File: config.mk
export PLATFORM = sky130hd
export DESIGN_NAME = fifo_rd_packer
export DESIGN_NICKNAME = d
export VERILOG_FILES = /design/src/rtl/async_fifo_pkg.sv /design/src/rtl/fifo_rd_idle_timer.sv /design/src/rtl/fifo_rd_packer.sv
export SDC_FILE = /design/constraint.sdc
export NUM_CORES = 1
export LEC_CHECK = 0
export BUFFER_PORTS_ARGS = -buffer_cell sky130_fd_sc_hd__buf_2
export CELL_PAD_IN_SITES_DETAIL_PLACEMENT = 1
export CELL_PAD_IN_SITES_GLOBAL_PLACEMENT = 1
export CORE_MARGIN = 4
export CORE_UTILIZATION = 45
export CTS_BUF_LIST = sky130_fd_sc_hd__clkbuf_16
export DETAILED_ROUTE_END_ITERATION = 8
export GPL_TIMING_DRIVEN = 0
export HOLD_SLACK_MARGIN = 0.06
export PLACE_DENSITY_LB_ADDON = 0.05
export SYNTH_ARGS = -nofsm -noshare
export SYNTH_HDL_FRONTEND = slang
export SYNTH_SLANG_ARGS = --single-unit
File: constraint.sdc
create_clock -name rclk -period 8.9 [get_ports rclk]
set_input_delay 0.445 -clock rclk [delete_from_list [all_inputs] [get_ports rclk]]
set_output_delay 0.445 -clock rclk [all_outputs]
set_load 0.05 [all_outputs]
File: src/rtl/async_fifo_pkg.sv
// Shared defaults and helpers for the async FIFO and its read-side packer.
package async_fifo_pkg;

  localparam int DSIZE_DEF   = 8;
  localparam int ASIZE_DEF   = 4;
  localparam int PACK_DEF    = 4;
  localparam int TIMEOUT_DEF = 16;

  // Ceiling log2; callers needing to hold 0..n use clog2(n+1).
  function automatic int clog2(input int value);
    int r;
    r = 0;
    while ((1 << r) < value) r++;
    return r;
  endfunction

  function automatic logic [31:0] keep_mask(input int unsigned cnt);
    return (32'd1 << cnt) - 32'd1;
  endfunction

endpackage

File: src/rtl/fifo_rd_idle_timer.sv
// Saturating idle counter; hit_o asserts while the count sits at TIMEOUT.
module fifo_rd_idle_timer
  import async_fifo_pkg::*;
#(
  parameter int TIMEOUT = TIMEOUT_DEF
) (
  input  logic clk,
  input  logic rst_n,
  input  logic clr_i,
  input  logic inc_i,
  output logic hit_o
);

  localparam int IW = (clog2(TIMEOUT + 1) < 1) ? 1 : clog2(TIMEOUT + 1);
  localparam logic [IW-1:0] LIMIT = IW'(TIMEOUT);

  logic [IW-1:0] idle_q, idle_d;

  always_comb begin
    idle_d = idle_q;
    if (clr_i)                         idle_d = '0;
    else if (inc_i && idle_q != LIMIT) idle_d = idle_q + IW'(1);
  end

  // NOTE: sequential state uses non-blocking assignments so every register
  // samples pre-edge values regardless of block evaluation order.
  always_ff @(posedge clk or negedge rst_n) begin
    if (!rst_n) idle_q <= '0;
    else        idle_q <= idle_d;
  end

  assign hit_o = (TIMEOUT != 0) && (idle_q == LIMIT);

endmodule

File: src/rtl/fifo_rd_packer.sv
// Drains the async FIFO read port and packs PACK words per valid/ready beat;
// partial beats leave on flush or idle timeout with a contiguous keep mask.
module fifo_rd_packer
  import async_fifo_pkg::*;
#(
  parameter int DSIZE   = DSIZE_DEF,
  parameter int PACK    = PACK_DEF,
  parameter int TIMEOUT = TIMEOUT_DEF
) (
  input  logic                    rclk,
  input  logic                    rrst_n,
  input  logic                    rempty,
  input  logic [DSIZE-1:0]        rdata,
  output logic                    rreq,
  input  logic                    flush,
  output logic [PACK*DSIZE-1:0]   m_data,
  output logic [PACK-1:0]         m_keep,
  output logic                    m_valid,
  input  logic                    m_ready,
  output logic                    busy
);

  localparam int CW = clog2(PACK + 1);
  localparam logic [CW-1:0] FULL = CW'(PACK);

  logic [PACK-1:0][DSIZE-1:0] lanes_q, lanes_d;
  logic [CW-1:0]              cnt_q, cnt_d, wr_idx;
  logic                       flush_pend_q, flush_pend_d;
  logic [PACK*DSIZE-1:0]      m_data_q, m_data_d, beat_data;
  logic [PACK-1:0]            m_keep_q, m_keep_d;
  logic                       m_valid_q, m_valid_d;
  logic                       cnt_nz, out_free, emit, pop, tmo_hit;

  // NOTE: every signal written here gets a default first, so no path can
  // leave one unassigned and infer a latch.
  always_comb begin
    cnt_nz   = (cnt_q != '0);
    out_free = ~m_valid_q | m_ready;
    emit     = out_free & cnt_nz & ((cnt_q == FULL) | flush_pend_q | flush | tmo_hit);
    rreq     = ~rempty & ((cnt_q < FULL) | emit);
    pop      = rreq & ~rempty;
    // A pop that coincides with an emit starts the next beat at lane 0.
    wr_idx   = emit ? '0 : cnt_q;

    for (int i = 0; i < PACK; i++)
      beat_data[i*DSIZE +: DSIZE] = (CW'(i) < cnt_q) ? lanes_q[i] : '0;

    lanes_d      = lanes_q;
    cnt_d        = cnt_q;
    flush_pend_d = flush_pend_q;
    m_data_d     = m_data_q;
    m_keep_d     = m_keep_q;
    m_valid_d    = m_valid_q;

    if (emit) begin
      m_data_d     = beat_data;
      m_keep_d     = PACK'(keep_mask(32'(cnt_q)));
      m_valid_d    = 1'b1;
      cnt_d        = '0;
      flush_pend_d = 1'b0;
    end else begin
      if (m_ready)        m_valid_d    = 1'b0;
      if (flush & cnt_nz) flush_pend_d = 1'b1;
    end

    if (pop) begin
      for (int i = 0; i < PACK; i++)
        if (CW'(i) == wr_idx) lanes_d[i] = rdata;
      cnt_d = wr_idx + CW'(1);
    end
  end

  always_ff @(posedge rclk or negedge rrst_n) begin
    if (!rrst_n) begin
      // NOTE: lane registers are reset too, so a mid-beat reset leaves no
      // stale word that a later beat could expose.
      lanes_q      <= '0;
      cnt_q        <= '0;
      flush_pend_q <= 1'b0;
      m_data_q     <= '0;
      m_keep_q     <= '0;
      m_valid_q    <= 1'b0;
    end else begin
      lanes_q      <= lanes_d;
      cnt_q        <= cnt_d;
      flush_pend_q <= flush_pend_d;
      m_data_q     <= m_data_d;
      m_keep_q     <= m_keep_d;
      m_valid_q    <= m_valid_d;
    end
  end

  fifo_rd_idle_timer #(
    .TIMEOUT (TIMEOUT)
  ) u_idle_timer (
    .clk   (rclk),
    .rst_n (rrst_n),
    .clr_i (pop | emit),
    .inc_i (cnt_nz),
    .hit_o (tmo_hit)
  );

  assign m_data  = m_data_q;
  assign m_keep  = m_keep_q;
  assign m_valid = m_valid_q;
  assign busy    = cnt_nz | m_valid_q;

endmodule

==> results of run 1 <==
layer usage:
layer,vias to the layer above,part of all wire
li1,1050,-
met1,1139,0.46
met2,44,0.49
met3,13,0.034
met4,0,0.016
met5,-,0
worst paths after layout:
check | startpoint | end | slack (ns) | cells after the start
min in group asynchronous | rrst_n | u_idle_timer.idle_q[3] | 0.58 | 2
hold / removal | rempty | cnt_q[2] | 0.38 | 2
setup reg to reg | cnt_q[0] | lanes_q[26] | 5.57 | 13
hold reg to reg | m_keep[0] | m_keep[0] | 0.46 | 1
max in group asynchronous | rrst_n | m_data[5] | 7.75 | 3
setup / recovery | cnt_q[0] | lanes_q[26] | 5.57 | 13
flip-flops by register name (all words and copies together), names as in the netlist:
register and count:
lanes_q 32, m_data 32, u_idle_timer.idle_q 5, m_keep 4, cnt_q 3, flush_pend_q 1, m_valid 1
worst max-delay path, stage by stage (launching register included):
cell and delay [ns]:
dfrtp_1 0.35, buf_2 0.16, nor3_1 0.54, inv_2 0.17, o311ai_2 0.18, buf_6 0.24, buf_4 0.20, nand2_1 0.12
inv_1 0.10, ha_1 0.14, ha_1 0.13, nand2_1 0.05, a21oi_2 0.41, mux2_2 0.40
repair_timing:
item | CTS | global route
endpoints found under the setup margin | 0 | 0
hold buffers | 1 | 0
buffers inserted | 0 | 0
endpoints found under the hold margin | 26 | 0
synthesized netlist by cell type (all sizes together) (3+ instances only):
master,number
dfrtp,78
nand2b,3
nor2,8
xnor2,3
clkbuf,3
mux2,41
ha,8
inv,7
nand2,60
o21ai,29
buf,8
a21oi,8
cell type report:
type,instances,area [sq um],area share
inverters,7,26.3,0.00659
well taps,96,120,0.0301
flip-flops and latches,78,1950,0.489
clock inverters,7,97.6,0.0245
repair buffers,53,295,0.0741
multi-input cells,176,1210,0.303
clock buffers,9,225,0.0565
plain buffers,11,62.6,0.0157
metrics by stage:
step	setup slack [ns]	std cells	hold slack, ns	utilization	cell area (sq um)
after floorplan	6.10	272	0.149	-	3250
after global placement	5.59	419	0.445	0.525	3620
after detailed placement	5.54	420	0.395	0.529	3650
after CTS	5.52	437	0.378	0.577	3990
after global routing	5.30	437	0.402	0.577	3990
final	5.57	437	0.384	0.577	3990
kinds of logic (layout without fill, tap and decap cells):
| logic type | count (synthesis) | after routing | share of synthesized area |
|---|---|---|---|
| compound gates | 42 | 42 | 0.0816 |
| xor+xnor | 5 | 5 | 0.0135 |
| fa+ha+maj | 8 | 8 | 0.0308 |
| buf+inv | 18 | 87 | 0.0273 |
| flops | 78 | 78 | 0.601 |
| mux | 41 | 41 | 0.142 |
| simple gates | 80 | 80 | 0.104 |
==> flow_metrics.env, run 1 <==
export IMPL_finalClockSkew_ns=0.00570
export IMPL_nets=357
export IMPL_vias_per_cell=5.14
export IMPL_synth_nets=293
export IMPL_fin_crit_sh=0.374
export IMPL_critPathLaunchType="flip-flop"
export IMPL_use_met1=0.254
export IMPL_critPathArrivalTime_ns=3.54
export IMPL_use_met2=0.305
export IMPL_crit_type="reg2reg"
export IMPL_synth_largest_area_cell="dfrtp_1"
export IMPL_crit_path_end_kind="flip-flop"
export IMPL_syn_avg_cell_area_sq_um=11.9
export IMPL_die_area_sq_um=8640
export IMPL_synth_edff_count=0
export IMPL_die_x_um=93.0
export IMPL_ys_top_cells_by_area="dfrtp_1 60%, mux2_2 14%, nand2_1 6.9%"
export IMPL_fmax_mhz=300
export IMPL_worstPathMaxFanout=10
export IMPL_drv_slew=0
export IMPL_dr_total_vias=2246
export IMPL_synth_top_cell_area_share=0.601
export IMPL_drt_antenna_violating_nets=0
export IMPL_grt_overflow_total=0
export IMPL_setup_viol=0
export IMPL_coreArea_sq_um=6910
export IMPL_hold_viol=0
export IMPL_grt_usage=0.188
export IMPL_fillers=779
export IMPL_num_io_pins=52
export IMPL_post_cts_resized=0
export IMPL_hold_path_class="in2reg"
export IMPL_yosysUniqueCellTypes=30
export IMPL_row_count=30
export IMPL_layout_common_cells="78 x dfrtp_1, 60 x nand2_1, 52 x buf_2"
export IMPL_timing_critical_path_required_ns=9.12
export IMPL_finalSetupTns_ns=0
export IMPL_rsz0062_at_grt="false"
export IMPL_worstMarginPinSlew_ns=0.687
export IMPL_area_growth_pct=22.7
export IMPL_first_pass_iters=4
export IMPL_cts_sinks=78
export IMPL_fin_crit_ns=3.33
export IMPL_portBuffers=51
export IMPL_drive_above_1_share=0.367
export IMPL_grt_pass1_wl_mm=12.4
export IMPL_htreeDepth=3
export IMPL_synth_seq_cells=78
export IMPL_start_util=0.470
export IMPL_antenna_cells=0
export IMPL_yosysWarnings=0
export IMPL_maxCapViolCount=0
export IMPL_cts_root_buf="clkbuf_16"
export IMPL_clk_latency_ns=0.33
export IMPL_cts_buffers=9
export IMPL_cts_tree="done"
export IMPL_drc=0
export IMPL_run_status="completed"
export IMPL_drt_total_wl_mm=7.63
export IMPL_antenna_found_initial=0
export IMPL_grt_pass1_vias=2366
export IMPL_synthArstFlopShare=1.00
export IMPL_max_slew_margin=0.538
export IMPL_top_usage_layer="met2"
export IMPL_dp_hpwl_mm=5.39
export IMPL_wl_per_cell_um=17.5
export IMPL_synth_top_flop_cell="dfrtp_1"
export IMPL_grt_use_met3=0.0418
export IMPL_layout_commonest_cell="dfrtp_1"
export IMPL_first_iter_violations=88
export IMPL_ys_seq_area_frac=0.601
export IMPL_gp_congestion=0.744
export IMPL_netlist_area_sq_um=3250
export IMPL_clock_path_buffers=2
export IMPL_clkTransAtPathRegs_ns=0.06
export IMPL_die_height_um=93.0
export IMPL_syn_inst=272
export IMPL_grt_start_max_net_pins=53
Power of run 1 is left out: the tool's default activity adds up to more than one toggle a clock period on the data nets, which glitch-free logic cannot reach.
==> run 2: changes to the inputs <==
- CORE_UTILIZATION: 45 -> 44
- clock period: 8.9 -> 3.2 ns (I/O delays scaled with it)
==> run 2 against run 1 <==
Effect of this change:
- flip-flop and latch count stayed put
- cell count rose by 1.8%
- routed wire length decreased by 3.6%
- worst setup slack worse by 5.3 ns
- global-route usage fell by 0.51 points
- fmax increased by 14%
- non-clock buffer count up 6
- worst hold slack lost 0.27 ns
- first-iteration DRC count shrank 16%
- register-to-register slack worse by 5.3 ns
- die area up 2.1%
- via count is essentially flat
==> flow_metrics.env, run 2 (same netlist as run 1, synthesis figures left out) <==
export IMPL_run_status="completed"
export IMPL_r2r_setup_slack_ns=0.28
export IMPL_max_slew_margin=0.613
export IMPL_antenna_found_initial=0
export IMPL_finalClockSkew_ns=0.00564
export IMPL_drt_total_wl_mm=7.35
export IMPL_layout_common_cells="78 x dfrtp_1, 60 x nand2_1, 52 x buf_2"
export IMPL_num_io_pins=52
export IMPL_drc=0
export IMPL_rsz0062_at_grt="false"
export IMPL_coreArea_sq_um=7210
export IMPL_area_growth_pct=24.4
export IMPL_highest_layer="met4"
export IMPL_drv_slew=0
export IMPL_htreeDepth=3
export IMPL_timing_critical_path_required_ns=3.40
export IMPL_met1_length_mm=3.63
export IMPL_wl_per_cell_um=16.5
export IMPL_rr_worst_depth=14
export IMPL_clkTransAtPathRegs_ns=0.06
export IMPL_clock_path_buffers=2
export IMPL_fin_crit_sh=0.912
export IMPL_gp_congestion=0.740
export IMPL_hold_path_end="cnt_q[2]"
export IMPL_die_height_um=93.9
export IMPL_timing_rr_end="lanes_q[30]"
export IMPL_vias_per_cell=5.05
export IMPL_placed_area_sq_um=3660
export IMPL_timing_hold_ws_ns=0.110
export IMPL_die_area_sq_um=8820
export IMPL_portBuffers=51
export IMPL_grt_start_max_net_pins=51
export IMPL_nets=363
export IMPL_dp_hpwl_mm=4.97
export IMPL_dr_total_vias=2248
export IMPL_grt_usage=0.183
export IMPL_met2_length_mm=3.34
export IMPL_critPathArrivalTime_ns=3.12
export IMPL_drt_antenna_violating_nets=0
export IMPL_crit_type="reg2reg"
export IMPL_setup_viol=0
export IMPL_design_area_sq_um=4040
export IMPL_first_pass_iters=4
export IMPL_reg2reg_from="u_idle_timer.idle_q[0]"
export IMPL_fmax_mhz=343
export IMPL_maxCapViolCount=0
export IMPL_fin_crit_ns=2.92
export IMPL_grt_overflow_total=0
export IMPL_start_util=0.450
export IMPL_worstMarginPinSlew_ns=0.581
export IMPL_cts_buffers=9
export IMPL_hold_viol=0
export IMPL_cts_tree="done"
export IMPL_hold_path_class="in2reg"
export IMPL_crit_path_end_kind="flip-flop"
export IMPL_cts_sinks=78
export IMPL_row_count=31
export IMPL_clk_latency_ns=0.33
export IMPL_wl_met3_um=283
export IMPL_worstPathMaxFanout=10
export IMPL_antenna_cells=0
export IMPL_die_x_um=93.9
export IMPL_hold_start="rempty"
export IMPL_layout_commonest_cell="dfrtp_1"
export IMPL_finalSetupTns_ns=0
export IMPL_cts_root_buf="clkbuf_16"
export IMPL_grt_pass1_wl_mm=12.2
export IMPL_fin_util=0.560
export IMPL_critPathLaunchType="flip-flop"
export IMPL_min_path_cells=2
export IMPL_grt_pass1_vias=2330
export IMPL_drive_above_1_share=0.379
export IMPL_first_iter_violations=74
-- run 2: changes by cell type in the layout (fill, tap and decap cells not counted), sizes merged --
cell / before / now
buf: 60 / 66
clkinvlp: 1 / 0
bufinv: 2 / 0
clkinv: 2 / 4
-- run 2: cell type report --
class / count / area (sq um)
fillers: 789 / 3170
plain buffers: 11 / 62.6
clock inverters: 6 / 40.0
repair buffers: 59 / 365
clock buffers: 9 / 225
multi-input cells: 176 / 1250
well taps: 99 / 124
inverters: 7 / 26.3
flip-flops and latches: 78 / 1950
-- run 2: critical path, stage by stage, from the launching register on --
cell and delay, ns:
dfrtp_1 0.41, inv_1 0.06, ha_1 0.19, and4bb_4 0.24, o311ai_4 0.37, buf_6 0.16
buf_4 0.17, nand2_1 0.12, inv_1 0.10, ha_1 0.14, ha_1 0.13, nand2_1 0.08
a21oi_4 0.14, buf_12 0.14, mux2_2 0.33
-- run 2: worst max-delay path by stage --
stage / startpoint / endpoint / slack [ns] / cells after the start
finish: u_idle_timer.idle_q[0] / lanes_q[30] / 0.28 / 14
global route: u_idle_timer.idle_q[0] / lanes_q[26] / 0.1 / 14
CTS: u_idle_timer.idle_q[0] / lanes_q[30] / 0.05 / 13
detailed placement: cnt_q[0] / lanes_q[26] / -0.17 / 13
global placement: cnt_q[0] / lanes_q[27] / -0.1 / 13
floorplan: u_idle_timer.idle_q[0] / lanes_q[24] / 0.40 / 13
-- run 2: layer usage --
| layer | vias up | global-route usage |
|---|---|---|
| li1 | 1056 | - |
| met1 | 1138 | 0.267 |
| met2 | 43 | 0.271 |
| met3 | 11 | 0.0361 |
| met4 | 0 | 0.0662 |
| met5 | - | 0 |
-- run 2: repair_timing --
action                                 in CTS  in global routing
setup endpoints to repair                  24                 24
buffers inserted                            0                  6
hold buffers                                1                  0
resized for setup                           3                  2
endpoints found under the hold margin      28                  0
pin swaps                                   0                  1
-- run 2: stage by stage --
stage,setup slack (ns),std cells
after floorplan,0.396,272
after global placement,-0.0971,422
after detailed placement,-0.170,423
after CTS,0.0507,439
after global routing,0.0968,445
final,0.282,445
Power of run 2 is left out for the same reason.
